### src/rtl/user_sw_event_gen_pkg.sv
// Shared types and constants for the user switch event generator.
package user_sw_pkg;

  // Per-channel press tracking state.
  typedef enum logic [1:0] {
    StIdle,
    StPressed,
    StLong
  } sw_state_e;

  // Hold/repeat counter width; thresholds up to 65535 ticks fit.
  localparam int unsigned CntWidth = 16;

  localparam int unsigned DefaultLongMs   = 1000;
  localparam int unsigned DefaultRepeatMs = 200;

  typedef logic [CntWidth-1:0] cnt_t;

  // Counter value that matches on the tick which completes a period of ms ticks.
  function automatic cnt_t period_last(input int unsigned ms);
    return cnt_t'(ms - 1);
  endfunction

endpackage

### src/rtl/user_sw_event_gen_if.sv
// Bundle of tick, switch inputs and event outputs of the switch event generator.
interface user_sw_event_gen_if #(
  parameter int unsigned pChannels = 4
);

  logic                 iCke;
  logic [pChannels-1:0] iUserPushSw;
  logic [3:0]           iUserSlideSw;

  logic [pChannels-1:0] oPress;
  logic [pChannels-1:0] oRelease;
  logic [pChannels-1:0] oLongPress;
  logic [pChannels-1:0] oRepeat;
  logic [pChannels-1:0] oHeld;
  logic                 oSlideChg;
  logic [3:0]           oSlideSw;

  // Stimulus side: drives the tick and switch levels, observes events.
  modport master (
    output iCke,
    output iUserPushSw,
    output iUserSlideSw,
    input  oPress,
    input  oRelease,
    input  oLongPress,
    input  oRepeat,
    input  oHeld,
    input  oSlideChg,
    input  oSlideSw
  );

  // Event generator side.
  modport slave (
    input  iCke,
    input  iUserPushSw,
    input  iUserSlideSw,
    output oPress,
    output oRelease,
    output oLongPress,
    output oRepeat,
    output oHeld,
    output oSlideChg,
    output oSlideSw
  );

endinterface

### src/rtl/user_sw_event_ch.sv
// One push-switch channel: edge detection, hold timing and event pulses.
module user_sw_event_ch
  import user_sw_pkg::*;
#(
  parameter int unsigned pLongMs   = DefaultLongMs,
  parameter int unsigned pRepeatMs = DefaultRepeatMs
) (
  input  logic clk_i,
  input  logic rst_ni,
  input  logic cke_i,
  input  logic push_i,
  output logic press_o,
  output logic release_o,
  output logic long_o,
  output logic repeat_o,
  output logic held_o
);

  localparam cnt_t LongLast   = period_last(pLongMs);
  localparam cnt_t RepeatLast = period_last(pRepeatMs);

  sw_state_e state_q, state_d;
  cnt_t      cnt_q, cnt_d;
  logic      prev_q;
  logic      press_q, press_d;
  logic      release_q, release_d;
  logic      long_q, long_d;
  logic      repeat_q, repeat_d;
  logic      held_q, held_d;

  logic press_edge;
  logic release_edge;
  logic long_hit;
  logic repeat_hit;

  assign press_edge   = push_i & ~prev_q;
  assign release_edge = ~push_i & prev_q;
  assign long_hit     = cke_i && (cnt_q == LongLast);
  assign repeat_hit   = cke_i && (cnt_q == RepeatLast);

  // Next state, counter and event pulses; release takes priority over any threshold.
  always_comb begin
    state_d   = state_q;
    cnt_d     = cnt_q;
    press_d   = 1'b0;
    release_d = 1'b0;
    long_d    = 1'b0;
    repeat_d  = 1'b0;
    unique case (state_q)
      StIdle: begin
        if (press_edge) begin
          state_d = StPressed;
          cnt_d   = '0;
          press_d = 1'b1;
        end
      end
      StPressed: begin
        if (release_edge) begin
          state_d   = StIdle;
          release_d = 1'b1;
        end else if (long_hit) begin
          state_d = StLong;
          cnt_d   = '0;
          long_d  = 1'b1;
        end else if (cke_i) begin
          cnt_d = cnt_q + cnt_t'(1);
        end
      end
      StLong: begin
        if (release_edge) begin
          state_d   = StIdle;
          release_d = 1'b1;
        end else if (repeat_hit) begin
          cnt_d    = '0;
          repeat_d = 1'b1;
        end else if (cke_i) begin
          cnt_d = cnt_q + cnt_t'(1);
        end
      end
      default: state_d = StIdle;
    endcase
    held_d = (state_d != StIdle);
  end

  // State, previous level, counter and registered outputs.
  always_ff @(posedge clk_i or negedge rst_ni) begin
    if (!rst_ni) begin
      state_q   <= StIdle;
      cnt_q     <= '0;
      prev_q    <= 1'b0;
      press_q   <= 1'b0;
      release_q <= 1'b0;
      long_q    <= 1'b0;
      repeat_q  <= 1'b0;
      held_q    <= 1'b0;
    end else begin
      state_q   <= state_d;
      cnt_q     <= cnt_d;
      prev_q    <= push_i;
      press_q   <= press_d;
      release_q <= release_d;
      long_q    <= long_d;
      repeat_q  <= repeat_d;
      held_q    <= held_d;
    end
  end

  assign press_o   = press_q;
  assign release_o = release_q;
  assign long_o    = long_q;
  assign repeat_o  = repeat_q;
  assign held_o    = held_q;

endmodule

### src/rtl/user_sw_event_gen.sv
// User switch event generator: per-channel push events plus slide-switch change detect.
module user_sw_event_gen
  import user_sw_pkg::*;
#(
  parameter int unsigned pChannels = 4,
  parameter int unsigned pLongMs   = DefaultLongMs,
  parameter int unsigned pRepeatMs = DefaultRepeatMs
) (
  input logic              iSysClk,
  input logic              iSysRst,
  user_sw_event_gen_if.slave bus
);

  logic [pChannels-1:0] press;
  logic [pChannels-1:0] release_ev;
  logic [pChannels-1:0] long_ev;
  logic [pChannels-1:0] repeat_ev;
  logic [pChannels-1:0] held;

  logic [3:0] slide_q, slide_d;
  logic       slide_chg_q, slide_chg_d;

  for (genvar g = 0; g < pChannels; g++) begin : gen_ch
    user_sw_event_ch #(
      .pLongMs  (pLongMs),
      .pRepeatMs(pRepeatMs)
    ) u_ch (
      .clk_i    (iSysClk),
      .rst_ni   (iSysRst),
      .cke_i    (bus.iCke),
      .push_i   (bus.iUserPushSw[g]),
      .press_o  (press[g]),
      .release_o(release_ev[g]),
      .long_o   (long_ev[g]),
      .repeat_o (repeat_ev[g]),
      .held_o   (held[g])
    );
  end

  // Slide copy follows the input; a change pulses alongside the copy update.
  always_comb begin
    slide_d     = bus.iUserSlideSw;
    slide_chg_d = (slide_q != bus.iUserSlideSw);
  end

  // Slide copy and change pulse registers.
  always_ff @(posedge iSysClk or negedge iSysRst) begin
    if (!iSysRst) begin
      slide_q     <= '0;
      slide_chg_q <= 1'b0;
    end else begin
      slide_q     <= slide_d;
      slide_chg_q <= slide_chg_d;
    end
  end

  assign bus.oPress     = press;
  assign bus.oRelease   = release_ev;
  assign bus.oLongPress = long_ev;
  assign bus.oRepeat    = repeat_ev;
  assign bus.oHeld      = held;
  assign bus.oSlideChg  = slide_chg_q;
  assign bus.oSlideSw   = slide_q;

endmodule

### src/flat_wrapper.sv
// flat-port wrapper written by rule: the top's interface ports become plain ports
module user_sw_event_gen_flat import user_sw_pkg::*;
#(
  parameter int unsigned pChannels = 4,
  parameter int unsigned pLongMs   = DefaultLongMs,
  parameter int unsigned pRepeatMs = DefaultRepeatMs
)
  (iSysClk, iSysRst, bus_iCke, bus_iUserPushSw, bus_iUserSlideSw, bus_oPress, bus_oRelease, bus_oLongPress, bus_oRepeat, bus_oHeld, bus_oSlideChg, bus_oSlideSw);
  user_sw_event_gen_if #(.pChannels(pChannels)) bus_i ();
  input logic iSysClk;
  input logic iSysRst;
  input wire logic [$bits(bus_i.iCke)-1:0] bus_iCke;
  input wire logic [$bits(bus_i.iUserPushSw)-1:0] bus_iUserPushSw;
  input wire logic [$bits(bus_i.iUserSlideSw)-1:0] bus_iUserSlideSw;
  output wire logic [$bits(bus_i.oPress)-1:0] bus_oPress;
  output wire logic [$bits(bus_i.oRelease)-1:0] bus_oRelease;
  output wire logic [$bits(bus_i.oLongPress)-1:0] bus_oLongPress;
  output wire logic [$bits(bus_i.oRepeat)-1:0] bus_oRepeat;
  output wire logic [$bits(bus_i.oHeld)-1:0] bus_oHeld;
  output wire logic [$bits(bus_i.oSlideChg)-1:0] bus_oSlideChg;
  output wire logic [$bits(bus_i.oSlideSw)-1:0] bus_oSlideSw;
  assign bus_i.iCke = bus_iCke;
  assign bus_i.iUserPushSw = bus_iUserPushSw;
  assign bus_i.iUserSlideSw = bus_iUserSlideSw;
  assign bus_oPress = bus_i.oPress;
  assign bus_oRelease = bus_i.oRelease;
  assign bus_oLongPress = bus_i.oLongPress;
  assign bus_oRepeat = bus_i.oRepeat;
  assign bus_oHeld = bus_i.oHeld;
  assign bus_oSlideChg = bus_i.oSlideChg;
  assign bus_oSlideSw = bus_i.oSlideSw;
  user_sw_event_gen #(.pChannels(pChannels), .pLongMs(pLongMs), .pRepeatMs(pRepeatMs)) u_core (.iSysClk(iSysClk), .iSysRst(iSysRst), .bus(bus_i));
endmodule
### config.mk
export PLATFORM = sky130hd
export DESIGN_NAME = user_sw_event_gen_flat
export DESIGN_NICKNAME = d
export VERILOG_FILES = /design/src/rtl/user_sw_event_gen_pkg.sv /design/src/rtl/user_sw_event_gen_if.sv /design/src/rtl/user_sw_event_ch.sv /design/src/rtl/user_sw_event_gen.sv /design/src/flat_wrapper.sv
export SDC_FILE = /design/constraint.sdc
export NUM_CORES = 1
export LEC_CHECK = 0
export ABC_CLOCK_PERIOD_IN_PS = 2700
export BUFFER_PORTS_ARGS = -buffer_cell sky130_fd_sc_hd__clkbuf_2
export CAP_MARGIN = 15
export CORE_MARGIN = 3
export CORE_UTILIZATION = 42
export CTS_BUF_LIST = sky130_fd_sc_hd__clkbuf_2 sky130_fd_sc_hd__clkbuf_4 sky130_fd_sc_hd__clkbuf_8
export CTS_CLUSTER_DIAMETER = 150
export DETAILED_ROUTE_END_ITERATION = 16
export PLACE_DENSITY = 0.61
export REMOVE_ABC_BUFFERS = 1
export SLEW_MARGIN = 40
export SYNTH_ARGS = -nofsm -noshare
export SYNTH_HDL_FRONTEND = slang
export SYNTH_SLANG_ARGS = --single-unit
### constraint.sdc
create_clock -name iSysClk -period 2.7 [get_ports iSysClk]
set_input_delay 0.81 -clock iSysClk [delete_from_list [all_inputs] [get_ports iSysClk]]
set_output_delay 0.81 -clock iSysClk [all_outputs]
set_load 0.05 [all_outputs]
; ---- Word-level counts from Yosys, hierarchy flattened
; Cells that the tools add are included.
[totals]
latch_bits = 0
register_bits = 101
romBits = 0
ram_bits = 0
mem_count = 0
[op_classes]
n_addsub = 4
reduce_logical = 28
n_div = 0
multipliers = 0
eq_ne = 29
magnitude_cmp = 0
mux = 88
bitwise = 16
shift = 0
[ops]
columns = operator, n
row1 = $mux 16, 24
row2 = $pmux 16 s3, 4
row3 = $add 16x1->16 const B, 4
row4 = $eq 16x10->1 const B, 4
row5 = $eq 16x8->1 const B, 4
row6 = $mux 1, 40
row7 = $mux 2, 16
row8 = $ne 2x2->1 const B, 12
row9 = $pmux 2 s3, 4
row10 = $reduce_and 4->1, 4
row11 = $reduce_bool 3->1, 4
row12 = $and 1x1->1, 8
row13 = $eq 2x1->1 const B, 4
row14 = $eq 2x2->1 const B, 4
row15 = $logic_and 1x1->1, 8
row16 = $logic_not 2->1, 4
row17 = $not 1->1, 8
row18 = $reduce_bool 2->1, 4
row19 = $reduce_or 2->1, 4
row20 = $ne 4x4->1, 1

; ---- Depth between registers and ports, before layout
; Gate-level depths: netlist of the first run.
[depth]
ltp_word = 6
ltp_mapped = 9

; ---- Hierarchy
; From an unflattened synthesis of the first run, not the netlist that was laid out.
[unflattened]
cells_unflattened = 634
area_unflattened_um2 = 5828.1
[modules_own_cells]
columns = module, area_each_um2, cells_per_inst, instances
row1 = user_sw_event_ch at u_core.gen_ch[1].u_ch ..., 1421.4, 161, 2
row2 = user_sw_event_ch at u_core.gen_ch[0].u_ch, 1456.4, 161, 1
row3 = user_sw_event_ch at u_core.gen_ch[3].u_ch, 1362.6, 141, 1
row4 = user_sw_event_gen, 166.4, 10, 1

; ---- Worst setup path before layout of the first run
; OpenSTA, ideal clock, no wires.
[synth_path]
kind = input-to-reg
from = in bus_iCke
to = reg u_core.gen_ch[2].u_ch.cnt_q[10]
t_required_ns = 2.567
setup_time_ns = 0.133
slack_ns = 0.348
arrival_time_ns = 2.219
path_stages = 7
cell_sequence = buf_4 -> or4b_4 -> nor4_4 -> a21boi_1 -> o21ai_4 -> buf_6 -> a21oi_1
[synth_between]
elab_chain_len = 4
elab_cells_between_ends = 8
[synth_lines]
columns = item, line
row1 = from (decl), flat_wrapper.sv:12  ; input wire logic [$bits(bus_i.iCke)-1:0] bus_iCke;
row2 = "$mux 16, or another cell as far along", -
row3 = $mux 16 (on tied branches), "user_sw_event_ch.sv:73, user_sw_event_ch.sv:61"
row4 = $mux 16 (on tied branches), "user_sw_event_ch.sv:70, user_sw_event_ch.sv:58"
row5 = $pmux 16 s3 *, user_sw_event_ch.sv:49  ; unique case (state_q)
row6 = to (signal assigned), user_sw_event_ch.sv:98  ; cnt_q <= cnt_d;
row7 = to (decl), user_sw_event_ch.sv:23  ; cnt_t cnt_q, cnt_d;
; Every way passes the cells marked *; elsewhere a longest branch is shown, timed or not. The select of a mux whose other input is x is not followed.
; A chain may end at the register's enable or synchronous reset.

; ---- Final worst setup path of the first run
[layout_path]
from = in bus_iCke
to = reg u_core.gen_ch[2].u_ch.cnt_q[14]
; Same word-level chain as after synthesis.

==> impl_metrics.yaml, run 1 <==
cts:
  clk_latency_ps: 390
  cts_setup_buffers: 0
  path_clk_slew_ps: 100
  cts_tree: "done"
  numCtsBuffers: 9
  h-tree-depth: 3
  root_buffer: "clkbuf_8"
  clockBufferDepth: 2
  tritoncts_num_sinks: 101
  cts-resized-gates: 0
  cts.hold.buffers_added: 0
finish:
  nNetsFinal: 639
  post_route_cells_drive_above_1_share: 0.134
  antenna_cells: 0
  syn_to_final_growth_pct: 9.70
place:
  port_buffers: 35
  gp_congestion: 0.874
  hpwl_um: 8060
  pre_cts_slack_ps: 54.5
timing:
  max_slew_margin: 0.619
  rsz0062_at_grt: "false"
  max_freq_ghz: 0.448
  slew_viol_final: 0
  post-route-min-period_ps: 2230
  hold_slack_ps: 401
  fin_crit_sh: 0.828
  hold_violations: 0
  worstMarginPinSlew_ps: 572
  fin_ws_ps: 465
  finClkSkew_ps: 15.4
  setup_viol_count_final: 0
global_route:
  overflow: 0
  antenna_found_initial: 0
  grt_pass1_wl_um: 20500
  grt_max_degree: 43
  gr-usage-all-layers: 0.170
  grt_pass1_vias: 4329
detailed_routing:
  wl_per_cell_um: 14.9
  drt_pre_antenna_iters: 4
  postRouteAntennaNets: 0
  routed_wl_um: 11700
  drtIter0Drc: 325
  remaining_drc_errors: 0
  num_vias: 4397
  route.detailed.vias_per_inst: 5.60
floorplanning:
  die_w_um: 122
  die_height_um: 122
  die_area_um2: 14800
  core_region_area_um2: 12900
  ioPinCount: 36
  fp-row-count: 41
  start_util: 0.437
logic_synthesis:
  yosys.area_share.simple: 0.223
  async_flop_share: 1.00
  syn-cell-area_um2: 5630
  synthTopCellsByArea: "dfrtp_1 45%, xor2_1 5.8%, ha_1 4.4%"
  synthFlopType: "dfrtp_1"
  synth_edf_count: 0
  synthMuxAreaShare: 0.0107
  synth_seq_area_share: 0.449
  synth_top_area_cell: "dfrtp_1"
  yosys.area_share.xor_xnor: 0.0654
  synth_adder_area_share: 0.0445
  synth.most_common_cell: "dfrtp_1"
  synth_compound_area_frac: 0.145
  syn_inst: 585
  synth-seq-cells: 101
  yosys_warnings: 0
  synth_top_area_frac: 0.449
  ys_top_cells_by_count: "101 x dfrtp_1, 49 x a21oi_1, 46 x nand2_1, 37 x xor2_1, 36 x nand4_1"
  synth_top_family_by_area: "simple AND/OR/NAND/NOR gates"
  ys_types: 53
  syn_area_per_cell_um2: 9.62
run:
  cap_viol_max_count: 0
worst_setup_path:
  path_cells: "clkbuf_2 -> or4b_4 -> nor4_4 -> a21boi_1 -> o21ai_4 -> a22oi_1"
  critPathTopFamily: "simple AND/OR/NAND/NOR gates"
  cp_slowest_stage_delay_ps: 490
  r2r_setup_slack_ps: 550
  cp_num_buf_inv: 1
  start_kind: "input port"
  cp_max_fo: 16
  crit_arrival_ps: 2480
  cp.required_ps: 2940
  r2r_start: "u_core.gen_ch[2].u_ch.cnt_q[11]$_DFFE_PN0P_"
  crit_slowest_cell: "or4b_4"
  path_class: "input port to flop"
  end_kind: "flop"
  crit_start: "bus_iCke"
power_and_ir_drop:
  cellLeakagePower_uw: 0.00278
  ir_drop_mv: 0.457
  p_sw_frac: 0.377
  p_seq_frac: 0.414
  intPower_uw: 2640
  p_sw_uw: 1600
  combPwrFrac: 0.329
  clock_power_share: 0.257
  power_density_nw_per_um2: 688
outcome:
  status: "complete, no violations"
worst_hold_path:
  hold_path.class: "input port to async pin"
-- power by group through the flow --
stage / Sequential, uW / Clock, uW / Combinational [uW]
after detailed placement: 1790 / 0 / 1390
after global routing: 1780 / 1200 / 1550
after floorplan: 1960 / 0 / 724
after CTS: 1760 / 1130 / 1400
final: 1760 / 1090 / 1400
after global placement: 1780 / 0 / 1360
-- per-layer routing --
metal	vias up	track usage	wire length, um	share of wire
met5	-	0	0	0
met4	0	0.0483	121	0.010
met1	2163	0.221	5490	0.47
met2	72	0.277	5590	0.48
li1	2151	-	-	-
met3	11	0.0478	485	0.042
-- cell usage in the layout (no fill, tap or decap), types with 3 or more instances in the layout --
cell,synthesis,layout
a21boi_0,4,4
a21oi_1,49,49
a22oi_1,8,8
a31oi_1,6,6
and2_1,18,18
and3_1,16,16
and4_1,16,16
and4b_1,4,4
buf_4,21,23
clkbuf_2,0,34
clkbuf_8,0,9
dfrtp_1,101,101
ha_1,20,20
inv_1,21,21
mux2i_1,6,6
nand2_1,46,46
nand2b_1,4,4
nand3_1,14,14
nand4_1,36,36
nor2_1,22,22
nor2b_1,4,4
nor3_1,11,11
nor4_1,9,9
o211ai_1,12,12
o21ai_0,28,28
o21ai_1,3,3
o221ai_1,3,3
o31ai_1,3,3
or3_1,8,8
xnor2_1,5,5
xor2_1,37,37
-- cell type report --
cell class	instances	area [um2]
Inverter	21	78.8
Sequential cell	101	2530
Clock buffer	11	139
Fill cell	1189	6700
Tap cell	172	215
Clock inverter	5	83.8
Timing Repair Buffer	58	363
Multi-Input combinational cell	417	2770
-- stage by stage --
stage	util	total power, uW	TNS [ps]	instances	area [um2]
3_5_place_dp	0.462	3180	0	769	5950
2_1_floorplan	-	2680	-19790	539	5360
4_1_cts	0.479	4290	0	785	6170
6_report	0.479	4240	0	785	6170
5_1_grt	0.479	4530	0	785	6170
3_3_place_gp	0.462	3140	0	769	5950
-- kinds of logic after synthesis --
family	count (synthesis)
and+or+nand+nor	218
AOI/OAI and AO/OA	131
DFF	101
buffers and inverters	67
xor gates and xnor gates	42
adders and majority gates	20
muxes	6
-- worst paths after layout --
path / to / cells past startpoint
max in group asynchronous: u_core.gen_ch[3].u_ch.release_o$_DFF_PN0_ / 2
min in group iSysClk: u_core.bus.oSlideChg$_DFF_PN0_ / 2
worst max register to register: u_core.gen_ch[2].u_ch.cnt_q[14]$_DFFE_PN0P_ / 5
worst min register to register: u_core.bus.oSlideChg$_DFF_PN0_ / 2
worst min-delay path: u_core.gen_ch[3].u_ch.cnt_q[15]$_DFFE_PN0P_ / 1
worst max-delay path: u_core.gen_ch[2].u_ch.cnt_q[14]$_DFFE_PN0P_ / 6
-- registers in the layout, indices dropped and copies added (netlist names) --
register,flops
u_core.bus.oSlideSw,4
u_core.bus.oSlideChg,1
u_core.gen_ch.u_ch.release_o,4
u_core.gen_ch.u_ch.repeat_o,4
u_core.gen_ch.u_ch.state_q,8
u_core.gen_ch.u_ch.cnt_q,64
u_core.gen_ch.u_ch.prev_q,4
u_core.gen_ch.u_ch.long_o,4
u_core.gen_ch.u_ch.press_o,4
u_core.gen_ch.u_ch.held_o,4
Note: power is estimated with default switching activity, not from simulation.
==> run 2, diff against run 1 <==
ABC_AREA = 1   (was default)
ABC_CLOCK_PERIOD_IN_PS = 2000   (was 2700)
PLACE_DENSITY = 0.63   (was 0.61)
clock period = 2 ns   (was 2.7 ns; I/O delays follow)
==> run 2 against run 1 <==
Effect of this change:
- wire length shrank 0.15%
- combinational power rose by 86%
- cell count is 32% higher
- via count increased by 10%
- clock skew is 2.4 ps lower
- critical endpoint is now u_core.gen_ch[1].u_ch.cnt_q[11]$_DFFE_PN0P_
==> impl_metrics.yaml, run 2 <==
outcome:
  status: "complete, no violations"
timing:
  worstMarginPinSlew_ps: 544
  post-route-min-period_ps: 1810
  hold_violations: 0
  fin_ws_ps: 193
  slew_viol_final: 0
  max_slew_margin: 0.637
  fin_crit_sh: 0.903
  setup_viol_count_final: 0
  max_freq_ghz: 0.554
  finClkSkew_ps: 12.9
  setup_tns_ps: 0
  rsz0062_at_grt: "false"
global_route:
  grt_max_degree: 102
  overflow: 0
  grt_pass1_vias: 4591
  grt_pass1_wl_um: 20700
  antenna_found_initial: 0
  gr-usage-all-layers: 0.155
worst_setup_path:
  path_class: "flop to flop"
  r2r_setup_slack_ps: 190
  worstRegToRegCells: 12
  rr_endpoint: "u_core.gen_ch[1].u_ch.cnt_q[11]$_DFFE_PN0P_"
  cp.required_ps: 2320
  r2r_start: "u_core.gen_ch[1].u_ch.state_q[0]$_DFF_PN0_"
  cp_max_fo: 16
  start_kind: "flop"
  crit_arrival_ps: 2120
  end_kind: "flop"
logic_synthesis:
  yosys_warnings: 0
  synth_edf_count: 0
  synth-seq-cells: 101
  syn_inst: 821
  ys_top_cells_by_count: "211 x nand2_1, 114 x nor2_1, 111 x inv_1, 101 x dfrtp_1, 64 x nand3_1"
  synth_top_area_cell: "dfrtp_1"
  ys_types: 31
  synthFlopType: "dfrtp_1"
  syn_area_per_cell_um2: 7.39
  synth_seq_area_share: 0.417
  synth.most_common_cell: "nand2_1"
  async_flop_share: 1.00
  synth_top_area_frac: 0.417
  syn-cell-area_um2: 6060
  synthTopCellsByArea: "dfrtp_1 42%, nand2_1 13%, nor2_1 7.1%"
floorplanning:
  start_util: 0.433
  die_w_um: 126
  die_area_um2: 15900
  die_height_um: 126
  core_region_area_um2: 14000
  fp-row-count: 43
  ioPinCount: 36
finish:
  final_cell_mix: "210 x nand2_1, 112 x nor2_1, 110 x inv_1, 101 x dfrtp_1, 64 x nand3_1"
  nNetsFinal: 884
  largestRegisters: "u_core.gen_ch.u_ch.cnt_q (64), u_core.gen_ch.u_ch.state_q (8)"
  final_common_cell: "nand2_1"
  largest_reg_flops: 64
  syn_to_final_growth_pct: 9.99
  utilization: 0.477
  post_route_cells_drive_above_1_share: 0.117
  stdcell_count: 1038
  regMostFlops: "u_core.gen_ch.u_ch.cnt_q"
  final_cell_area_um2: 6670
  antenna_cells: 0
detailed_routing:
  route.detailed.vias_per_inst: 4.67
  drtIter0Drc: 263
  drt_pre_antenna_iters: 4
  routed_wl_um: 11700
  remaining_drc_errors: 0
  postRouteAntennaNets: 0
  wl_per_cell_um: 11.2
  num_vias: 4846
power_and_ir_drop:
  power_density_nw_per_um2: 969
  cellLeakagePower_uw: 0.00331
  ir_drop_mv: 0.474
place:
  numPlacedInstances: 1020
  pre_cts_slack_ps: 84.6
  post_dp_cell_area_um2: 6400
  gp_congestion: 0.840
  port_buffers: 35
  hpwl_um: 8270
cts:
  path_clk_slew_ps: 110
  h-tree-depth: 3
  clockBufferDepth: 2
  clk_latency_ps: 390
  root_buffer: "clkbuf_8"
  tritoncts_num_sinks: 101
  numCtsBuffers: 9
  cts.hold.buffers_added: 0
  cts_tree: "done"
run:
  cap_viol_max_count: 0
worst_hold_path:
  hold_path.class: "input port to async pin"
## run 2: through the flow
step	hold WS, ps	total power, uW
floorplan	304	4080
global placement	515	4960
detailed placement	517	4970
CTS	278	6450
global route	313	6930
finish	241	6460
## run 2: layout make-up
cell class | instances | area [um2]
Fill cell | 1425 | 7320
Multi-Input combinational cell | 571 | 2870
Sequential cell | 101 | 2530
Inverter | 117 | 448
Timing Repair Buffer | 52 | 368
Tap cell | 180 | 225
Clock buffer | 9 | 124
Clock inverter | 7 | 97.6
Timing Repair inverter | 1 | 7.51
## run 2: cell families after synthesis
group,after synthesis,synth area share
simple gates,458,0.324
buf+inv,149,0.113
flops,101,0.417
compound gates,63,0.0615
xor+xnor,30,0.0433
fa+ha+maj,20,0.0413
## run 2: worst max path at each step
stage | startpoint | endpoint | slack [ps] | cells past startpoint
6_report | u_core.gen_ch[1].u_ch.state_q[0]$_DFF_PN0_ | u_core.gen_ch[1].u_ch.cnt_q[11]$_DFFE_PN0P_ | 190 | 12
2_1_floorplan | u_core.gen_ch[0].u_ch.state_q[0]$_DFF_PN0_ | u_core.gen_ch[0].u_ch.cnt_q[10]$_DFFE_PN0P_ | 110 | 11
3_5_place_dp | bus_iUserPushSw[1] | u_core.gen_ch[1].u_ch.cnt_q[11]$_DFFE_PN0P_ | 80 | 11
5_1_grt | u_core.gen_ch[1].u_ch.state_q[1]$_DFF_PN0_ | u_core.gen_ch[1].u_ch.cnt_q[15]$_DFFE_PN0P_ | 0.9 | 13
3_3_place_gp | bus_iUserPushSw[1] | u_core.gen_ch[1].u_ch.cnt_q[1]$_DFFE_PN0P_ | 90 | 10
4_1_cts | u_core.gen_ch[0].u_ch.state_q[0]$_DFF_PN0_ | u_core.gen_ch[0].u_ch.cnt_q[10]$_DFFE_PN0P_ | 70 | 11
## run 2: critical path, cell delays in order, from the launching register on
cell and delay, ps:
dfrtp_1 410, inv_1 140, ha_1 200, inv_2 60
nand2_1 50, nand2_1 60, nand2_1 100, nand2_4 110
inv_4 110, buf_12 140, nand2_1 70, xor2_1 150
a21oi_1 120
## run 2: layer usage
metal / up-vias / GRT usage / wire length (um)
met5: - / 0 / 0
met3: 11 / 0.0225 / 257
met4: 0 / 0.0625 / 197
met2: 45 / 0.249 / 5320
li1: 2605 / - / -
met1: 2185 / 0.212 / 5900
## run 2: repair_timing
action / CTS / global route
resized for setup: 0 / 11
setup buffers: 0 / 1
endpoints found under the setup margin: 0 / 23
hold endpoints to repair: 0 / 0
## run 2: power by group
group	switching (uW)	total [uW]	internal [uW]
logic	1720	2600	879
clock network	748	1460	711
registers	156	2410	2250
==> run 3, diff against run 2 <==
ABC_CLOCK_PERIOD_IN_PS = 2300   (was 2000)
PLACE_DENSITY = 0.61   (was 0.63)
clock period = 2.3 ns   (was 2 ns; I/O delays follow)
==> run 3 against run 2 <==
Effect of this change:
- sequential power is 13% lower
- power down 16%
- cell count shrank 0.87%
- via count is 1.4% higher
- flip-flop and latch count did not move
- non-clock buffer count decreased by 8
- die area unchanged
- fmax is 9.1% lower
- sequential share of layout area up 0.61 points
- wire length is 0.16% lower
- register-to-register slack better by 120 ps
==> impl_metrics.yaml, run 3 (same netlist as run 2, synthesis figures left out) <==
outcome:
  status: "complete, no violations"
cts:
  root_buffer: "clkbuf_8"
  cts_setup_buffers: 0
  h-tree-depth: 3
  clk_latency_ps: 380
  path_clk_slew_ps: 100
  numCtsBuffers: 9
  cts_tree: "done"
  cts.hold.buffers_added: 0
  tritoncts_num_sinks: 101
  cts-resized-gates: 0
  clockBufferDepth: 2
power_and_ir_drop:
  cellLeakagePower_uw: 0.00327
  power_density_nw_per_um2: 824
  ir_drop_mv: 0.398
  total_power_uw: 5410
worst_setup_path:
  r2r_start: "u_core.gen_ch[0].u_ch.state_q[0]$_DFF_PN0_"
  cp.required_ps: 2560
  cp_max_fo: 10
  end_kind: "flop"
  critPathTopFamily: "simple AND/OR/NAND/NOR gates"
  cp_slowest_stage_delay_ps: 390
  path_class: "flop to flop"
  path_cells: "inv_1 -> ha_1 -> inv_1 -> nand2_1 -> nand2_1 -> nand2_1 -> nand2_1 -> clkinvlp_4 -> nand3_1 -> xor2_1 -> nor2_1"
  r2r_setup_slack_ps: 310
  cpMostUsedCell: "nand2_1"
  crit_slowest_cell: "dfrtp_1"
  cp_num_buf_inv: 3
  crit_arrival_ps: 2250
  start_kind: "flop"
  worstRegToRegCells: 11
  rr_endpoint: "u_core.gen_ch[0].u_ch.cnt_q[7]$_DFFE_PN0P_"
finish:
  syn_to_final_growth_pct: 8.25
  final_cell_mix: "211 x nand2_1, 114 x nor2_1, 111 x inv_1, 101 x dfrtp_1, 64 x nand3_1"
  final_cell_area_um2: 6560
  largestRegisters: "u_core.gen_ch.u_ch.cnt_q (64), u_core.gen_ch.u_ch.state_q (8)"
  largest_reg_flops: 64
  final_common_cell: "nand2_1"
  antenna_cells: 0
  post_route_cells_drive_above_1_share: 0.101
  multi_input_area_um2: 2850
  seq_area_um2: 2530
  nNetsFinal: 875
  regMostFlops: "u_core.gen_ch.u_ch.cnt_q"
  n_fill_cell: 1432
timing:
  finClkSkew_ps: 9.92
  fin_crit_sh: 0.864
  post-route-min-period_ps: 1990
  max_freq_ghz: 0.503
  rsz0062_at_grt: "false"
  hold_violations: 0
  slew_viol_final: 0
  setup_tns_ps: 0
  setup_viol_count_final: 0
  hold_slack_ps: 255
  max_slew_margin: 0.698
  worstMarginPinSlew_ps: 453
detailed_routing:
  num_vias: 4912
  remaining_drc_errors: 0
  routed_wl_um: 11600
  drt_pre_antenna_iters: 5
  wl_per_cell_um: 11.3
  drtIter0Drc: 288
  route.detailed.vias_per_inst: 4.77
  postRouteAntennaNets: 0
floorplanning:
  fp-row-count: 43
  start_util: 0.433
  die_w_um: 126
  ioPinCount: 36
  die_height_um: 126
  die_area_um2: 15900
  core_region_area_um2: 14000
place:
  gp_congestion: 0.860
  port_buffers: 35
  hpwl_um: 8660
  post_dp_cell_area_um2: 6330
global_route:
  antenna_found_initial: 0
  overflow: 0
  use_met2: 0.265
  grt.busiest_layer: "met2"
  grt_pass1_wl_um: 21400
  use_met3: 0.0369
  grt_use_met1: 0.215
  grt_max_degree: 39
  grt_pass1_vias: 4825
  gr-usage-all-layers: 0.160
run:
  cap_viol_max_count: 0
worst_hold_path:
  hold_path.class: "input port to async pin"
==> run 3: cell types whose count changed in the layout (fill, tap and decap cells not counted), moves of 2 or more <==
cell | previous run | this run
buf_4 | 13 | 7
clkinvlp_4 | 4 | 1
buf_12 | 5 | 3
clkbuf_8 | 9 | 11
clkinv_4 | 0 | 2
inv_6 | 2 | 0
nand2_4 | 2 | 0
nor2_1 | 112 | 114
nor2_2 | 6 | 4
==> run 3: worst max-delay path by stage <==
stage,startpoint,to,slack (ps),cells after the start
floorplan,bus_iUserPushSw[0],u_core.gen_ch[0].u_ch.cnt_q[10]$_DFFE_PN0P_,380,9
global placement,bus_iUserPushSw[0],u_core.gen_ch[0].u_ch.cnt_q[7]$_DFFE_PN0P_,230,10
detailed placement,bus_iUserPushSw[0],u_core.gen_ch[0].u_ch.cnt_q[7]$_DFFE_PN0P_,180,10
CTS,u_core.gen_ch[0].u_ch.state_q[0]$_DFF_PN0_,u_core.gen_ch[0].u_ch.cnt_q[7]$_DFFE_PN0P_,220,11
global route,u_core.gen_ch[0].u_ch.state_q[0]$_DFF_PN0_,u_core.gen_ch[0].u_ch.cnt_q[8]$_DFFE_PN0P_,20,11
finish,u_core.gen_ch[0].u_ch.state_q[0]$_DFF_PN0_,u_core.gen_ch[0].u_ch.cnt_q[7]$_DFFE_PN0P_,310,11
==> run 3: per-layer routing <==
layer / wire length [um] / part of all wire
met2: 5530 / 0.47
met5: 0 / 0
met3: 351 / 0.030
met1: 5660 / 0.49
met4: 105 / 0.0090
==> run 3: through the flow <==
stage / setup slack, ps / util / cells
CTS: 224 / 0.469 / 1029
global placement: 232 / 0.452 / 1013
finish: 313 / 0.469 / 1029
global route: 24.6 / 0.469 / 1029
floorplan: 384 / - / 789
detailed placement: 175 / 0.452 / 1013
==> run 3: layout make-up <==
cell class | instances | share of cell area
Clock buffer | 11 | 0.0231
Timing Repair Buffer | 44 | 0.0431
Inverter | 117 | 0.0679
Multi-Input combinational cell | 571 | 0.434
Tap cell | 180 | 0.0343
Clock inverter | 5 | 0.0126
Sequential cell | 101 | 0.385
==> run 3: power by group <==
group	leakage [uW]	internal [uW]	total [uW]	switching, uW
clock network	0.000120	675	1300	628
registers	0.00136	1960	2100	139
logic	0.00179	581	2010	1420
